### src/rtl/mem_pkg.sv
// ============================================================================
// Module      : mem_pkg
// Description : Shared encodings for the MEM-stage data-memory access unit.
// Revision    : 1.0 - initial release
// ============================================================================
`default_nettype none

package mem_pkg;

    localparam logic [2:0] LT_LW  = 3'b000;
    localparam logic [2:0] LT_LH  = 3'b001;
    localparam logic [2:0] LT_LHU = 3'b010;
    localparam logic [2:0] LT_LB  = 3'b011;
    localparam logic [2:0] LT_LBU = 3'b100;

    localparam logic [3:0] MASK_B = 4'b0001;
    localparam logic [3:0] MASK_H = 4'b0011;
    localparam logic [3:0] MASK_W = 4'b1111;

    localparam logic [1:0] ST_IDLE = 2'd0;
    localparam logic [1:0] ST_REQ  = 2'd1;
    localparam logic [1:0] ST_DONE = 2'd2;

    // A nonzero mask decides the access size; otherwise the load type does.
    function automatic logic is_misaligned(input logic [3:0] mask,
                                           input logic [2:0] lt,
                                           input logic [1:0] off);
        logic word;
        logic half;
        if (mask != 4'b0000) begin
            word = (mask == MASK_W);
            half = (mask == MASK_H);
        end else begin
            half = (lt == LT_LH) || (lt == LT_LHU);
            word = !half && (lt != LT_LB) && (lt != LT_LBU);
        end
        return (word && (off != 2'b00)) || (half && off[0]);
    endfunction

endpackage

`default_nettype wire

### src/rtl/mem_access_unit_load_extend.sv
// ============================================================================
// Module      : load_extend
// Description : Lane-selects a read word by byte offset and sign/zero-extends.
// Revision    : 1.0 - initial release
// ============================================================================
`default_nettype none

module load_extend
    import mem_pkg::*;
#(
    parameter int XLEN = 32
)(
    input  logic [XLEN-1:0] rdata,
    input  logic [1:0]      offset,
    input  logic [2:0]      load_type,
    output logic [XLEN-1:0] ext_data
);

    logic [XLEN-1:0] w_shifted;

    assign w_shifted = rdata >> {offset, 3'b000};

    always_comb begin
        ext_data = w_shifted;
        case (load_type)
            LT_LB:   ext_data = {{(XLEN-8){w_shifted[7]}}, w_shifted[7:0]};
            LT_LBU:  ext_data = {{(XLEN-8){1'b0}}, w_shifted[7:0]};
            LT_LH:   ext_data = {{(XLEN-16){w_shifted[15]}}, w_shifted[15:0]};
            LT_LHU:  ext_data = {{(XLEN-16){1'b0}}, w_shifted[15:0]};
            default: ext_data = w_shifted;
        endcase
    end

endmodule

`default_nettype wire

### src/rtl/mem_access_unit.sv
// ============================================================================
// Module      : mem_access_unit
// Description : MEM-stage req/ack data-memory access with store lane
//               alignment, load extension and pipeline stall. Define
//               MEM_TIMEOUT_EN to add the ack timeout and bus_fault output.
// Revision    : 1.0 - initial release
// ============================================================================
`default_nettype none

module mem_access_unit
    import mem_pkg::*;
#(
    parameter int XLEN = 32
`ifdef MEM_TIMEOUT_EN
    , parameter int TIMEOUT_CYCLES = 255
`endif
)(
    input  logic            clk,
    input  logic            rst_n,
    input  logic            cache_read_en_MEM,
    input  logic [3:0]      cache_write_en_MEM,
    input  logic [2:0]      load_type_MEM,
    input  logic [XLEN-1:0] addr_MEM,
    input  logic [XLEN-1:0] store_data_MEM,
    input  logic            flush_mem,
    input  logic            hold_mem,
    output logic            mem_req,
    output logic [3:0]      mem_we,
    output logic [XLEN-1:0] mem_addr,
    output logic [XLEN-1:0] mem_wdata,
    input  logic            mem_ack,
    input  logic [XLEN-1:0] mem_rdata,
    output logic [XLEN-1:0] load_data_MEM,
    output logic            stall_mem,
`ifdef MEM_TIMEOUT_EN
    output logic            bus_fault,
`endif
    output logic            misalign_fault
);

    logic [1:0]      state_q, state_d;
    logic            req_q, req_d;
    logic [3:0]      we_q, we_d;
    logic [XLEN-1:0] addr_q, addr_d;
    logic [XLEN-1:0] wdata_q, wdata_d;
    logic [XLEN-1:0] ld_q, ld_d;
    logic            mis_q, mis_d;
    logic [1:0]      off_q, off_d;
    logic [2:0]      lt_q, lt_d;
    logic            is_load_q, is_load_d;
    logic [XLEN-1:0] ext_data;
    logic            op, is_store, misaligned, start, mis_hit, timeout;

`ifdef MEM_TIMEOUT_EN
    localparam int CNT_W = (TIMEOUT_CYCLES > 255) ? 32 : 8;
    logic [CNT_W-1:0] cnt_q, cnt_d;
    logic             fault_q, fault_d;
    assign timeout   = (state_q == ST_REQ) && !mem_ack &&
                       (cnt_q == CNT_W'(TIMEOUT_CYCLES - 1));
    assign bus_fault = fault_q;
`else
    assign timeout   = 1'b0;
`endif

    assign is_store   = (cache_write_en_MEM != 4'b0000);
    assign op         = is_store || cache_read_en_MEM;
    assign misaligned = is_misaligned(cache_write_en_MEM, load_type_MEM, addr_MEM[1:0]);
    assign start      = (state_q == ST_IDLE) && op && !flush_mem && !misaligned;
    assign mis_hit    = (state_q == ST_IDLE) && op && !flush_mem && misaligned;

    load_extend #(.XLEN(XLEN)) u_load_extend (
        .rdata     (mem_rdata),
        .offset    (off_q),
        .load_type (lt_q),
        .ext_data  (ext_data)
    );

    always_ff @(posedge clk or negedge rst_n) begin
        if (!rst_n) state_q <= ST_IDLE;
        else        state_q <= state_d;
    end

    always_comb begin
        state_d = state_q;
        case (state_q)
            ST_IDLE: if (start) state_d = ST_REQ;
            ST_REQ:  if (mem_ack || timeout) state_d = ST_DONE;
            ST_DONE: if (!hold_mem) state_d = ST_IDLE;
            default: state_d = ST_IDLE;
        endcase
    end

    always_comb begin
        stall_mem = start || (state_q == ST_REQ);
    end

    always_comb begin
        req_d     = req_q;
        we_d      = we_q;
        addr_d    = addr_q;
        wdata_d   = wdata_q;
        ld_d      = ld_q;
        off_d     = off_q;
        lt_d      = lt_q;
        is_load_d = is_load_q;
        mis_d     = 1'b0;
`ifdef MEM_TIMEOUT_EN
        cnt_d     = cnt_q;
        fault_d   = 1'b0;
`endif
        if (start) begin
            req_d     = 1'b1;
            we_d      = is_store ? 4'(cache_write_en_MEM << addr_MEM[1:0]) : 4'b0000;
            addr_d    = {addr_MEM[XLEN-1:2], 2'b00};
            wdata_d   = store_data_MEM << {addr_MEM[1:0], 3'b000};
            off_d     = addr_MEM[1:0];
            lt_d      = load_type_MEM;
            is_load_d = !is_store;
`ifdef MEM_TIMEOUT_EN
            cnt_d     = '0;
`endif
        end else if (mis_hit) begin
            mis_d = 1'b1;
            ld_d  = '0;
        end
        if (state_q == ST_REQ) begin
            if (mem_ack) begin
                req_d = 1'b0;
                we_d  = 4'b0000;
                if (is_load_q) ld_d = ext_data;
            end else if (timeout) begin
                req_d = 1'b0;
                we_d  = 4'b0000;
                ld_d  = '0;
`ifdef MEM_TIMEOUT_EN
                fault_d = 1'b1;
            end else begin
                cnt_d = cnt_q + 1'b1;
`endif
            end
        end
    end

    always_ff @(posedge clk or negedge rst_n) begin
        if (!rst_n) begin
            req_q     <= 1'b0;
            we_q      <= 4'b0000;
            addr_q    <= '0;
            wdata_q   <= '0;
            ld_q      <= '0;
            mis_q     <= 1'b0;
            off_q     <= 2'b00;
            lt_q      <= LT_LW;
            is_load_q <= 1'b0;
`ifdef MEM_TIMEOUT_EN
            cnt_q     <= '0;
            fault_q   <= 1'b0;
`endif
        end else begin
            req_q     <= req_d;
            we_q      <= we_d;
            addr_q    <= addr_d;
            wdata_q   <= wdata_d;
            ld_q      <= ld_d;
            mis_q     <= mis_d;
            off_q     <= off_d;
            lt_q      <= lt_d;
            is_load_q <= is_load_d;
`ifdef MEM_TIMEOUT_EN
            cnt_q     <= cnt_d;
            fault_q   <= fault_d;
`endif
        end
    end

    assign mem_req        = req_q;
    assign mem_we         = we_q;
    assign mem_addr       = addr_q;
    assign mem_wdata      = wdata_q;
    assign load_data_MEM  = ld_q;
    assign misalign_fault = mis_q;

endmodule

`default_nettype wire
### config.mk
export PLATFORM = sky130hd
export DESIGN_NAME = mem_access_unit
export DESIGN_NICKNAME = d
export VERILOG_FILES = /design/src/rtl/mem_pkg.sv /design/src/rtl/mem_access_unit_load_extend.sv /design/src/rtl/mem_access_unit.sv
export SDC_FILE = /design/constraint.sdc
export NUM_CORES = 1
export LEC_CHECK = 0
export CORE_MARGIN = 2
export CORE_UTILIZATION = 35
export DETAILED_ROUTE_END_ITERATION = 7
export MAX_ROUTING_LAYER = met4
export PLACE_DENSITY = 0.68
export SYNTH_ARGS = -nofsm -noshare
export SYNTH_HDL_FRONTEND = slang
export SYNTH_SLANG_ARGS = --single-unit
export TNS_END_PERCENT = 50
### constraint.sdc
create_clock -name clk -period 3 [get_ports clk]
set_input_delay 0.6 -clock clk [delete_from_list [all_inputs] [get_ports clk]]
set_output_delay 0.6 -clock clk [all_outputs]
set_load 0.02 [all_outputs]
# Word level (Yosys, flattened, before mapping)
# Cells that the tools add are included.
dict set report word_totals {
  out_inout_bits 103
  register_bits 108
  elab_cells 69
  inputBits 109
}
dict set report classes {
  eq_ne 15
  muxes 21
  n_reduce_logical 20
  n_shift 3
}
# cell count
set op_table {}
lappend op_table {{$mux 32} 5}
lappend op_table {{$pmux 32 s4} 1}
lappend op_table {{$shl 32x5->32} 1}
lappend op_table {{$shr 32x5->32} 1}
lappend op_table {{$mux 4} 4}
lappend op_table {{$eq 3x2->1 const B} 3}
lappend op_table {{$logic_and 1x1->1} 8}
lappend op_table {{$mux 1} 7}
lappend op_table {{$eq 3x1->1 const B} 2}
lappend op_table {{$mux 2} 3}
lappend op_table {{$ne 2x2->1 const B} 3}
lappend op_table {{$pmux 2 s3} 1}
lappend op_table {{$eq 4x2->1 const B} 1}
lappend op_table {{$eq 4x4->1 const B} 1}
lappend op_table {{$logic_not 1->1} 4}
lappend op_table {{$logic_or 1x1->1} 4}
lappend op_table {{$reduce_bool 4->1} 1}
lappend op_table {{$shl 4x2->4} 1}
lappend op_table {{$eq 3x3->1 const B} 1}
lappend op_table {{$ne 3x2->1 const B} 1}
lappend op_table {{$ne 3x3->1 const B} 1}
lappend op_table {{$reduce_and 3->1} 1}
lappend op_table {{$eq 2x1->1 const B} 1}
lappend op_table {{$eq 2x2->1 const B} 1}
lappend op_table {{2 further kinds} 2}

# Longest topological paths before layout
# Gate-level depths: netlist (run 1).
dict set report logic_depth {
  ltp_word 14
  ltp_mapped 9
  ltp_nobuf 5
}

# Modules after synthesis
# From an unflattened synthesis (run 1), not the netlist that was laid out.
dict set report hier_totals {
  hier_cells 532
  hier_area_um2 5691.7
}
# mod cells_each seq_area_each_um2 area_per_inst_um2 instances
set by_module_without_submodules {}
lappend by_module_without_submodules {mem_access_unit 429 2702.6 4906.0 1}
lappend by_module_without_submodules {load_extend 103 0.0 785.8 1}

# Least setup slack after synthesis (run 1)
# No wires, ideal clock.
dict set report synth_path {
  path_kind {input port to output port}
  startpoint {input addr_MEM[0]}
  endpoint {output stall_mem}
  setup_slack_ns 0.229
  n_path_buf 3
  stages 7
  t_arrival_ns 2.171
  required_ns 2.400
  cell_sequence {clkbuf_1 nor2_2 nor2_1 a311o_2 buf_6 clkbuf_1 o22ai_1}
}
dict set report synth_via {
  elab_chain_cells 6
  elab_cells_between_ends 7
  cone_classes {7 x reduce/logical}
}
# element line
set synth_lines {}
lappend synth_lines {{start: declaration} mem_access_unit.sv:23} ;# input logic [XLEN-1:0] addr_MEM,
lappend synth_lines {{$reduce_bool 2->1} mem_pkg.sv:37} ;# return (word && (off != 2'b00)) || (half && off[0]);
lappend synth_lines {{$logic_and 1x1->1} mem_pkg.sv:37}
lappend synth_lines {{$logic_or 1x1->1 (*)} mem_pkg.sv:37}
lappend synth_lines {{$logic_not 1->1 (*)} mem_access_unit.sv:68} ;# assign start = (state_q == ST_IDLE) && op && !flush_mem && !misaligned;
lappend synth_lines {{$logic_and 1x1->1 (*)} mem_access_unit.sv:68}
lappend synth_lines {{$logic_or 1x1->1 (*)} mem_access_unit.sv:94} ;# stall_mem = start || (state_q == ST_REQ);
lappend synth_lines {{end: declaration} mem_access_unit.sv:34} ;# output logic stall_mem,
# Mark *: on every way between the ends. The rest lies on a longest branch, timed or not.

# Worst setup path after layout (run 1)
dict set report layout_path {
  startpoint {input load_type_MEM[2]}
  endpoint {output stall_mem}
}
dict set report layout_via {
  elab_chain_cells 11
  elab_cells_between_ends 16
  cone_classes {4 x eq/ne; 2 x mux; 10 x reduce/logical}
}
# element line
set layout_lines {}
lappend layout_lines {{start: declaration} mem_access_unit.sv:22} ;# input logic [2:0] load_type_MEM,
lappend layout_lines {{$eq 3x1->1 or $eq 3x2->1 (tied branches)} mem_pkg.sv:34} ;# half = (lt == LT_LH) || (lt == LT_LHU);
lappend layout_lines {{$logic_or 1x1->1} mem_pkg.sv:34}
lappend layout_lines {{$logic_not 1->1} mem_pkg.sv:35} ;# word = !half && (lt != LT_LB) && (lt != LT_LBU);
lappend layout_lines {{$logic_and 1x1->1 (2 in series)} mem_pkg.sv:35}
lappend layout_lines {{$mux 1} mem_pkg.sv:30} ;# if (mask != 4'b0000) begin
lappend layout_lines {{$logic_and 1x1->1} mem_pkg.sv:37}
lappend layout_lines {{$logic_or 1x1->1 (*)} mem_pkg.sv:37}
lappend layout_lines {{$logic_not 1->1 (*)} mem_access_unit.sv:68}
lappend layout_lines {{$logic_and 1x1->1 (*)} mem_access_unit.sv:68}
lappend layout_lines {{$logic_or 1x1->1 (*)} mem_access_unit.sv:94}
# Marks and branches as above.

==> key figures, run 1 <==
Clock tree
  • Clock Pin Slew Worst Setup and Hold Paths: approximately 0.070 ns
  • CTS root buffer: clkbuf_16
  • Hold Buf Count CTS: 0
  • Clk sink count: roughly 110
  • H-Tree Depth: 3
  • Worst-case clock buffer depth: 2
  • CTS buffer count: 9
  • CTS tree: yes
  • Clk Latency, worst-skew pair: between 0.3 and 0.4 ns

Routing
  • DR vias: ~4500
  • DR iter-0 viols: around 190
  • Routed WL: approximately 16000 microns
  • # DRC: 0
  • Vias/cell: just over 5
  • Routed WL per cell: approximately 18 microns
  • Antenna Violating Nets Remaining: 0
  • DR pass1 iterations: 4

Power and ir drop
  • Switch share: between 30% and 40%
  • P_int: ~0.0047 W
  • Sequential power share: 33.5%
  • Combinational share of power: 51.8%
  • VDD IR-drop max: 0.475 mV
  • Net Sw Power: between 0.002 and 0.003 W
  • Clk pwr share: between 10% and 20%
  • PD cells: roughly 950 nW/um^2
  • Leak: roughly 3.4 nW

Setup path
  • Setup crit start: load_type_MEM[2]
  • Worst R2R Setup Slack: about 0.80 ns
  • FF-to-FF path depth: 5
  • WP data required: around 2.4 ns
  • Worst r2r src: off_q[0]$_DFFE_PN0P_
  • Worst R2R End: load_data_MEM[26]$_DFF_PN0_
  • WS Path Type: input port to output port
  • Crit path DAT: 2.23 ns
  • CP Max Fanout: 3
  • Crit. End Element: output port
  • Worst setup path endpoint: stall_mem
  • Startpoint types: input port

Yosys
  • EDFF count, synth: 0
  • Main flop type after synthesis: dfrtp_1
  • Number of synthesized register bits: 108
  • Asr flop ratio synth: 100%
  • Mapped Cells: between 400 and 500
  • Register area share after synthesis: 50.5%
  • Netlist Area Pre-Place: around 5300 sq um
  • Synth unique cells: 46
  • Warnings, synthesis: 0
  • Average cell area after synthesis: 11.2 sq um

Placed design
  • Port Buffers: 209
  • Dpl ws: -0.305 ns
  • GPL Wtd Cong: just over 0.9
  • Dpl hpwl: 11600 microns

Floorplanning
  • CORE AREA: 15100 sq um
  • Die Width: 128 microns
  • Die Area: roughly 16000 sq um
  • IO Count: around 210
  • Row cnt: 45
  • Die Height: between 100 and 150 microns
  • Initial core utilization: a little over a third

Layout
  • Fin nets: about 800
  • Commonest non-fill, non-tap cell in the layout: clkdlybuf4s50_1
  • Share of layout cells above drive strength 1: about 16%
  • Diode count: 0
  • Most frequent cells in the layout: clkdlybuf4s50_1, dfrtp_1, nand2_1, o21ai_0, mux2i_1
  • Area grow syn2layout: 49.0%

GRT
  • Vias in the first global route: 4787
  • Largest net degree at the start of global routing: 54
  • Initial antenna violation count: 0
  • GRT overflow: 0
  • Global-route wire length before repair: ~25000 microns
  • GR Util All Layers: about a fifth

STA
  • Final hold vios: 0
  • Final setup violation count: 0
  • Tcrit/Tclk final: a little over nine tenths
  • Unrepaired setup endpoints after global routing: false
  • FMAX: between 0.3 and 0.4 GHz
  • Tmin final: 2.83 ns
  • Slew headroom: 54.1%
  • Final Max Slew Viols: 0
  • Clock skew: about 0.0055 ns
  • Slew @ Worst Pin: 0.689 ns
  • Setup TNS: 0 ns
  • Final WS setup: roughly 0.17 ns

Outcome
  • Status: completed

Hold path
  • Worst hold path type: input port to asynchronous set/reset pin

Run
  • MaxCap Viol Count: 0
layer usage:
| layer | vias to the layer above | share of wire (%) | GRT usage, % |
|---|---|---|---|
| met1 | 2184 | 43 | 24.7 |
| met2 | 170 | 49 | 32.8 |
| li1 | 2150 | - | - |
| met3 | 21 | 6.7 | 4.61 |
| met5 | - | 0 | - |
| met4 | 0 | 1.9 | 6.92 |
sequential cells by signal (all words and copies together), names as in the netlist:
name / cells
state_q: 2
misalign_fault: 1
mem_we: 4
lt_q: 3
load_data_MEM: 32
is_load_q: 1
off_q: 2
mem_wdata: 32
mem_addr: 30
mem_req: 1
power groups by stage:
stage | clock (W) | combinational, W | sequential, W
2_1_floorplan | 0 | 0.00148 | 0.00320
3_3_place_gp | 0 | 0.00391 | 0.00253
3_5_place_dp | 0 | 0.00397 | 0.00255
4_1_cts | 0.00115 | 0.00397 | 0.00254
5_1_grt | 0.00122 | 0.00420 | 0.00263
6_report | 0.00111 | 0.00393 | 0.00254
synthesized netlist by cell type (all sizes together) (3+ instances only):
cell type  instances  area share, %
nand2             46            3.2
nor2              25            1.9
clkbuf            24            1.7
mux2              59             14
a211oi            10            1.5
mux2i             37            6.9
o21ai             45            4.3
a211o              8            1.3
inv                3           0.21
buf               15            2.0
a221o              8            1.5
nand3              3           0.28
dfrtp            108             51
o22ai              9            1.1
o31ai              8            1.1
a21oi             18            1.8
o41ai              8            1.3
nor3              10           0.94
nor2b             12            1.4
metrics by stage:
stage | hold WS (ns) | cell area [sq um] | total power, W | util (%) | cells
after floorplan | 0.304 | 5350 | 0.00468 | - | 477
after global placement | 0.474 | 7700 | 0.00643 | 51.0 | 859
after detailed placement | 0.478 | 7700 | 0.00652 | 51.0 | 859
after CTS | 0.310 | 7970 | 0.00767 | 52.8 | 875
after global routing | 0.332 | 7970 | 0.00805 | 52.8 | 875
final | 0.281 | 7970 | 0.00758 | 52.8 | 875
what timing repair did:
action,CTS,global route
buffers inserted,0,0
gates cloned,0,0
setup endpoints to repair,1,1
gates resized for setup,3,2
endpoints found under the hold margin,0,0
pin swaps,0,0
layout make-up:
class	instances	area (sq um)
fillers	1390	7120
repair buffers	233	2290
inverters	3	11.3
flip-flops and latches	108	2700
clock inverters	7	53.8
clock buffers	9	225
well taps	188	235
multi-input cells	327	2440
kinds of logic (layout without fill, tap and decap cells):
kind of cell	after synthesis	count (layout)	synth area share (%)
buf+inv	42	252	3.91
mux	96	96	21.0
compound gates	123	123	15.3
xor+xnor	2	2	0.328
other cells	1	2	0.0701
flops	108	108	50.5
simple gates	104	104	8.84
worst min path at each step:
stage               cells after the start  slack (ns)                           to
detailed placement                      1        0.48  load_data_MEM[22]$_DFF_PN0_
finish                                  1        0.28          mem_we[3]$_DFF_PN0_
global route                            1        0.33            mem_req$_DFF_PN0_
global placement                        1        0.47  load_data_MEM[20]$_DFF_PN0_
CTS                                     1        0.31          mem_we[2]$_DFF_PN0_
floorplan                               0        0.30        is_load_q$_DFFE_PN0P_
critical path, cell delays in order:
cell             delay (ns)
clkdlybuf4s50_1        0.46
buf_4                  0.16
or3_1                  0.33
a211oi_2               0.26
a311o_2                0.16
o22ai_1                0.08
clkbuf_2               0.16
(Power assumes the default switching activity.)
==> run 2: changes to the inputs <==
--- a/config.mk
+++ b/config.mk
@@ -9,7 +9,7 @@
 export CORE_UTILIZATION = 35
 export DETAILED_ROUTE_END_ITERATION = 7
 export MAX_ROUTING_LAYER = met4
-export PLACE_DENSITY = 0.68
+export PLACE_DENSITY = 0.67
 export SYNTH_ARGS = -nofsm -noshare
 export SYNTH_HDL_FRONTEND = slang
 export SYNTH_SLANG_ARGS = --single-unit
==> run 2 against run 1 <==
Critical path depth decreased by 1. Clock-buffer cell count increased by 4. Die area unchanged. Combinational power increased by 2%. Hold slack got worse by 0.14 ns.
==> key figures, run 2 (same netlist as run 1, synthesis figures left out) <==
Layout
  • Most frequent cells in the layout: clkdlybuf4s50_1, dfrtp_1, nand2_1, o21ai_0, mux2i_1 (unchanged)
  • Fin nets: 797 (was 791)
  • Commonest non-fill, non-tap cell in the layout: clkdlybuf4s50_1 (unchanged)
  • Final Cell Area: 8060 sq um (was 7970 sq um)
  • Non-filler cells, final: 881 (was 875)
  • Area grow syn2layout: 50.8% (was 49.0%)
  • Diode count: 0 (unchanged)
  • Fillers: 1338 (was 1390)
  • Core Util, Final: 53.4% (was 52.8%)
  • Share of layout cells above drive strength 1: 16.5% (was 16.2%)

STA
  • Unrepaired setup endpoints after global routing: false (unchanged)
  • Final hold vios: 0 (unchanged)
  • Final setup violation count: 0 (unchanged)
  • Setup TNS: 0 ns (unchanged)
  • Tmin final: 2.95 ns (was 2.83 ns)
  • Clock skew: 0.00615 ns (was 0.00550 ns)
  • Slew headroom: 59.6% (was 54.1%)
  • Final Max Slew Viols: 0 (unchanged)
  • Tcrit/Tclk final: 98.2% (was 94.2%)
  • Slew @ Worst Pin: 0.605 ns (was 0.689 ns)
  • FMAX: 0.339 GHz (was 0.354 GHz)

Power and ir drop
  • PD cells: 959 nW/um^2 (was 952 nW/um^2)
  • P_int: 0.00489 W (was 0.00472 W)
  • Clk pwr share: 15.6% (was 14.7%)
  • Leak: 3.47 nW (was 3.42 nW)
  • Net Sw Power: 0.00284 W (was 0.00286 W)
  • Switch share: 36.8% (was 37.7%)
  • VDD IR-drop max: 0.547 mV (was 0.475 mV)
  • Sequential power share: 32.4% (was 33.5%)
  • Combinational share of power: 52.0% (was 51.8%)

Setup path
  • CP Max Fanout: 4 (was 3)
  • Crit. End Element: output port (unchanged)
  • FF-to-FF path depth: 7 (was 5)
  • Startpoint types: input port (unchanged)
  • CP max-delay cell: clkdlybuf4s50_1 (unchanged)
  • WS Path Type: input port to output port (unchanged)
  • Crit path DAT: 2.35 ns (was 2.23 ns)
  • Max incr delay on CP: 0.48 ns (was 0.46 ns)
  • WP data required: 2.40 ns (about the same)
  • Crit path cell chain: clkdlybuf4s50_1 > xor2_1 > a22o_1 > a311o_2 > o22ai_1 > clkdlybuf4s15_2 (was clkdlybuf4s50_1 > buf_4 > or3_1 > a211oi_2 > a311o_2 > o22ai_1 > clkbuf_2)

Floorplanning
  • Row cnt: 45 (unchanged)
  • Die Area: 16300 sq um (unchanged)
  • Die Height: 128 microns (unchanged)
  • Initial core utilization: 35.4% (unchanged)
  • IO Count: 212 (unchanged)
  • CORE AREA: 15100 sq um (unchanged)
  • Die Width: 128 microns (unchanged)

Clock tree
  • Clk Latency, worst-skew pair: 0.35 ns (about the same)
  • Clock Pin Slew Worst Setup and Hold Paths: 0.07 ns (about the same)
  • CTS buffer count: 9 (unchanged)
  • CTS root buffer: clkbuf_16 (unchanged)
  • Worst-case clock buffer depth: 2 (unchanged)
  • Clk sink count: 108 (unchanged)
  • Hold Buf Count CTS: 0 (unchanged)
  • CTS tree: yes (unchanged)
  • H-Tree Depth: 3 (unchanged)

Routing
  • # DRC: 0 (unchanged)
  • DR vias: 4572 (was 4525)
  • DR pass1 iterations: 5 (was 4)
  • DR iter-0 viols: 242 (was 187)
  • Routed WL: 15600 microns (about the same)
  • Routed WL per cell: 17.7 microns (was 17.8 microns)
  • Vias/cell: 5.19 (was 5.17)
  • Antenna Violating Nets Remaining: 0 (unchanged)

Placed design
  • Port Buffers: 209 (unchanged)
  • GPL Wtd Cong: 0.864 (was 0.927)
  • Dpl cells: 865 (was 859)
  • Placed cell area: 7770 sq um (was 7700 sq um)
  • Dpl hpwl: 11700 microns (was 11600 microns)

GRT
  • Met2 usage: 31.6% (was 32.8%)
  • GRT overflow: 0 (unchanged)
  • Vias in the first global route: 4657 (was 4787)
  • GR Util All Layers: 19.9% (was 20.1%)
  • Initial antenna violation count: 0 (unchanged)
  • Global-route wire length before repair: 24600 microns (was 25000 microns)
  • Met3 Use GR: 5.23% (was 4.61%)
  • Met1 Use GR: 24.5% (was 24.7%)
  • GR peak layer: met2 (unchanged)
  • Largest net degree at the start of global routing: 58 (was 54)

Outcome
  • Status: completed (unchanged)

Run
  • MaxCap Viol Count: 0 (unchanged)

Hold path
  • Worst hold path type: input port to asynchronous set/reset pin (unchanged)
## run 2: changes by cell type in the layout (fill, tap and decap cells not counted), moves of 2 or more
cell / previous run / this run
buf_4: 22 / 26
clkbuf_1: 0 / 3
buf_12: 3 / 5
clkdlybuf4s50_1: 204 / 206
clkinv_4: 3 / 1
clkinvlp_4: 3 / 1
dlygate4sd2_1: 2 / 0
## run 2: repair_timing
action / 4_1_cts / 5_1_grt
pin swaps: 0 / 1
setup buffers: 0 / 0
gates resized for setup: 3 / 0
setup endpoints to repair: 1 / 1
## run 2: area by class of cell
cell class | count | area, sq um | area share (%)
well taps | 188 | 235 | 2.92
inverters | 3 | 11.3 | 0.140
flip-flops and latches | 108 | 2700 | 33.5
repair buffers | 239 | 2370 | 29.4
clock buffers | 13 | 250 | 3.10
clock inverters | 3 | 46.3 | 0.574
multi-input cells | 327 | 2440 | 30.3
## run 2: routing by layer
layer  routed length, microns  vias up
met5                        0        -
met4                      377        0
met3                     1280       26
met2                     7580      193
met1                     6400     2200
li1                         -     2153
## run 2: stage by stage
| stage | power [W] | hold WS (ns) | setup WS, ns |
|---|---|---|---|
| floorplan | 0.00468 | 0.304 | 0.229 |
| global placement | 0.00650 | 0.472 | -0.239 |
| detailed placement | 0.00657 | 0.480 | -0.273 |
| CTS | 0.00782 | 0.137 | 0.0132 |
| global route | 0.00817 | 0.154 | 0.0216 |
| finish | 0.00773 | 0.143 | 0.0529 |
## run 2: power groups by stage
stage	combinational [W]	clock, W	sequential [W]
6_report	0.00402	0.00120	0.00251
5_1_grt	0.00427	0.00130	0.00260
2_1_floorplan	0.00148	0	0.00320
3_5_place_dp	0.00405	0	0.00252
4_1_cts	0.00406	0.00124	0.00252
3_3_place_gp	0.00399	0	0.00250
## run 2: path summary, 6_finish.rpt
path / slack, ns / end / from
worst min register to register: 0.49 / load_data_MEM[23]$_DFF_PN0_ / load_data_MEM[23]$_DFF_PN0_
min in group clk: 0.49 / load_data_MEM[23]$_DFF_PN0_ / load_data_MEM[23]$_DFF_PN0_
worst min-delay path: 0.14 / is_load_q$_DFFE_PN0P_ / rst_n
worst max register to register: 0.94 / mem_addr[7]$_DFFE_PN0P_ / state_q[1]$_DFFE_PN0P_
max in group asynchronous: 2.15 / mem_addr[29]$_DFFE_PN0P_ / rst_n
worst max-delay path: 0.05 / stall_mem / load_type_MEM[1]
## run 2: critical path: cells and delay by family
family | cells | cell delay [ns]
AO/OA/AOI/OAI | 3 | 0.77
XOR/XNOR | 1 | 0.20
buffers and inverters | 2 | 0.77
==> edit 1 (flow settings as in run 1) <==
`XLEN` is set to 32 in 2 places; all go to 16.
--- a/src/rtl/mem_access_unit_load_extend.sv
+++ b/src/rtl/mem_access_unit_load_extend.sv
@@ -10,3 +10,3 @@
 #(
-    parameter int XLEN = 32
+    parameter int XLEN = 16
 )(
--- a/src/rtl/mem_access_unit.sv
+++ b/src/rtl/mem_access_unit.sv
@@ -12,3 +12,3 @@
 #(
-    parameter int XLEN = 32
+    parameter int XLEN = 16
 `ifdef MEM_TIMEOUT_EN
Ports: changed (6 resized); port bits go from 212 to 116. No check against the original RTL was run, so the function may have changed too.
==> edit 1 against run 1 <==
Power shrank 45%; via count shrank 49%; critical path depth is the same; design area shrank 45%; highest routed layer unchanged; critical path type unchanged; sequential cell count shrank 48; clock power shrank 33%; routed wire length shrank 54%; final cell count shrank 45%; synthesized area shrank 46%; setup slack lost 94 ps; global-route usage shrank 3.4 points.
==> edit 1: results (changes against run 1) <==
rrSetupSlack_ps: 890  # +90 ps
synthTopCellsByArea: "dfrtp_1 (52%), mux2_4 (12%), mux2i_1 (10%), nand2_1 (3.1%), a21oi_1 (2.8%)"
grt_util_all_layers_pct: 16.7  # -3.4 points
dp.cells: 464  # -46%
root_buffer: "clkbuf_8"
power.switching_mw: 1.47  # -49%
hpwl_um: 5210  # -55%
multi_input_area_share_pct: 28.6  # -2.1 points
place.gp.congestion: 0.742  # -20%
clkbuf_count: 12  # +3
r2r_cells: 6  # +1
io_buffer_count: 113  # -46%
arrival_ps: 2320  # +90 ps
clock_latency_ps: 330  # -20 ps
nonClkBufAreaFrac_pct: 28.5  # -0.34 points
yosysUniqueCellTypes: 36  # -22%
critPathLaunch: "cache_write_en_MEM[0]"
grt_max_degree: 45  # -17%
syn_inst: 246  # -48%
vdd_drop_max_uv: 468  # -1.5%
status: "finished, final reports clean"
wl_met3_um: 626  # -40%
grt_pass1_wl_um: 11300  # -55%
r2r-end: "mem_addr[4]"
filler_cell_count: 768  # -45%
yosysSeqAreaShare_pct: 52.0  # +1.5 points
max_freq_mhz: 343  # -3.2%
final_nets: 431  # -46%
clock_skew_ps: 8.30  # +2.81 ps
leakagePower_nw: 1.91  # -44%
use_met3_pct: 5.51  # +0.90 points
final_cells: 480  # -45%
max_slew_margin_pct: 33.1  # -21 points
drt-initial-drc-count: 61  # -67%
drt-met1-wl_um: 3150  # -53%
cpMaxStageDelayCell: "or4_4"
-- edit 1: kinds of logic (layout without fill, tap and decap cells) --
logic type             after synthesis  in the layout  synth area share, %
AND/OR/NAND/NOR                     54             54                 8.54
XOR/XNOR                             1              1                0.303
multiplexers                        56             56                 23.7
buffers and inverters               28            156                 5.11
flip-flops                          60             60                 52.0
AO/OA/AOI/OAI                       46             46                 10.2
other                                1              2                0.130
-- edit 1: worst register-to-register path: stages (launching register included) --
cell,delay [ps]
dfrtp_1,420
nor3_1,170
buf_4,150
o21a_1,130
and2_4,140
buf_4,570
mux2_2,430
-- edit 1: through the flow --
| step | power, mW | utilization (%) | setup TNS, ps | cell area (um^2) |
|---|---|---|---|---|
| CTS | 4.21 | 53.9 | 0 | 4360 |
| global route | 4.41 | 54.0 | 0 | 4370 |
| global placement | 3.42 | 51.4 | -2130 | 4160 |
| detailed placement | 3.45 | 51.4 | -3010 | 4160 |
| floorplan | 2.56 | - | 0 | 2890 |
| finish | 4.16 | 54.0 | 0 | 4370 |
==> edit 2 (settings of run 1) <==
Made on the original files. `we_q`, `addr_q`, `wdata_q` and `ld_q` no longer have a reset.
--- a/src/rtl/mem_access_unit.sv
+++ b/src/rtl/mem_access_unit.sv
@@ -146,6 +146,2 @@
             req_q     <= 1'b0;
-            we_q      <= 4'b0000;
-            addr_q    <= '0;
-            wdata_q   <= '0;
-            ld_q      <= '0;
             mis_q     <= 1'b0;
@@ -160,6 +156,2 @@
             req_q     <= req_d;
-            we_q      <= we_d;
-            addr_q    <= addr_d;
-            wdata_q   <= wdata_d;
-            ld_q      <= ld_d;
             mis_q     <= mis_d;
@@ -173,2 +165,9 @@
         end
+    end
+
+    always_ff @(posedge clk) begin
+        we_q    <= we_d;
+        addr_q  <= addr_d;
+        wdata_q <= wdata_d;
+        ld_q    <= ld_d;
     end
Formal check against the unedited RTL: not equivalent (a bounded check fails within 4 cycles, from zero or initial values and one cycle with rst_n low).
==> edit 2 against run 1 <==
Sequential cell count is the same; synthesized area is 12% lower; design area is 7.4% lower; power down 20%; via count decreased by 14%; setup slack worse by 7.8 ps; routed wire length decreased by 16%; non-clock buffer count fell by 1; largest power group unchanged; highest routed layer unchanged.
==> edit 2: results (changes against run 1) <==
status: "finished, final reports clean"
post_synth.cell_area_avg_um2: 11.9  # +6.3%
vdd_drop_max_uv: 428  # -9.8%
yosysWarnings: 0  # unchanged
path_delay_family: "buffers and inverters"
grt_util_all_layers_pct: 18.7  # -1.4 points
dp_slack_ps: -199  # +106 ps
synthMuxAreaShare_pct: 11.7  # -9.4 points
dp.cells: 774  # -9.9%
leakagePower_nw: 2.83  # -17%
hold_start: "mem_we[0]"
worstPathMaxFanout: 4  # +1
cts_resized: 1  # -2
drt-met1-wl_um: 5590  # -16%
cts_max_path_buffers: 2  # unchanged
met2_usage_pct: 32.4  # -0.38 points
hpwl_um: 10000  # -14%
placed_area_um2: 7080  # -7.9%
synth-adder-area-share_pct: 0  # unchanged
max_slew_margin_pct: 49.9  # -4.1 points
drt-wirelength-per-cell_um: 16.6  # -6.8%
drt-total-wl_um: 13100  # -16%
cpMaxStageDelayCell: "or4_4"
yosysSeqAreaShare_pct: 60.5  # +9.9 points
synth_xor_area_share_pct: 0.374  # +0.046 points
ys_async_sr_fraction_pct: 9.26  # -91 points
hold_slack_ps: 462  # +181 ps
drive_gt1_share_pct: 12.9  # -3.3 points
drt-initial-drc-count: 213  # +14%
min_path_type: "reg -> reg"
synthTopCellsByArea: "edfxtp_1 (40%), dfxtp_1 (15%), mux2i_1 (8.5%), dfrtp_1 (5.3%), mux2_2 (3.1%)"
place.gp.congestion: 0.883  # -4.8%
final_nets: 718  # -9.2%
max_stage_delay_ps: 580  # +120 ps
r2r_cells: 6  # +1
synth_compound_area_share_pct: 12.6  # -2.7 points
wl_met3_um: 977  # -6.9%
grt_pass1_wl_um: 20400  # -18%
synth_edf_count: 62  # +62
diodes: 0  # unchanged
wl_met2_um: 6360  # -16%
grtUsageMet1_pct: 21.8  # -3.0 points
grt_max_degree: 41  # -24%
final_cell_area_um2: 7380  # -7.4%
worstReg2RegStart: "off_q[1]"
clock_skew_ps: 6.84  # +1.34 ps
synth_common_cells: "edfxtp_1 (62), mux2i_1 (40), nand2_1 (38)"
cts_setup_buffers: 0  # unchanged
vias: 3887  # -14%
rrSetupSlack_ps: 840  # +40 ps
clock_latency_ps: 340
r2r-end: "load_data_MEM[25]"
use_met3_pct: 4.66  # +0.051 points
## edit 2: report_power, final
group          internal [mW]  leakage [nW]  switching, mW
clock network          0.654         0.148          0.537
registers               2.07          1.00          0.220
logic                   1.28          1.68           1.32
total                   4.01          2.83           2.08
## edit 2: cell type report
type / instances / area (um^2)
clock buffer: 9 / 225
clock inverter: 7 / 73.8
fill: 1156 / 5760
sequential: 108 / 2830
inverter: 4 / 15.0
tap: 176 / 220
timing repair buffer: 232 / 2300
multi-input combinational: 254 / 1710
## edit 2: worst max path at each step
stage / cells past startpoint / end / from / slack, ps
finish: 6 / stall_mem / cache_write_en_MEM[0] / 170
global route: 6 / stall_mem / cache_write_en_MEM[0] / 100
CTS: 6 / stall_mem / cache_write_en_MEM[0] / 9
detailed placement: 6 / stall_mem / load_type_MEM[1] / -200
global placement: 6 / stall_mem / load_type_MEM[1] / -190
floorplan: 6 / lt_q[2] / addr_MEM[1] / 460
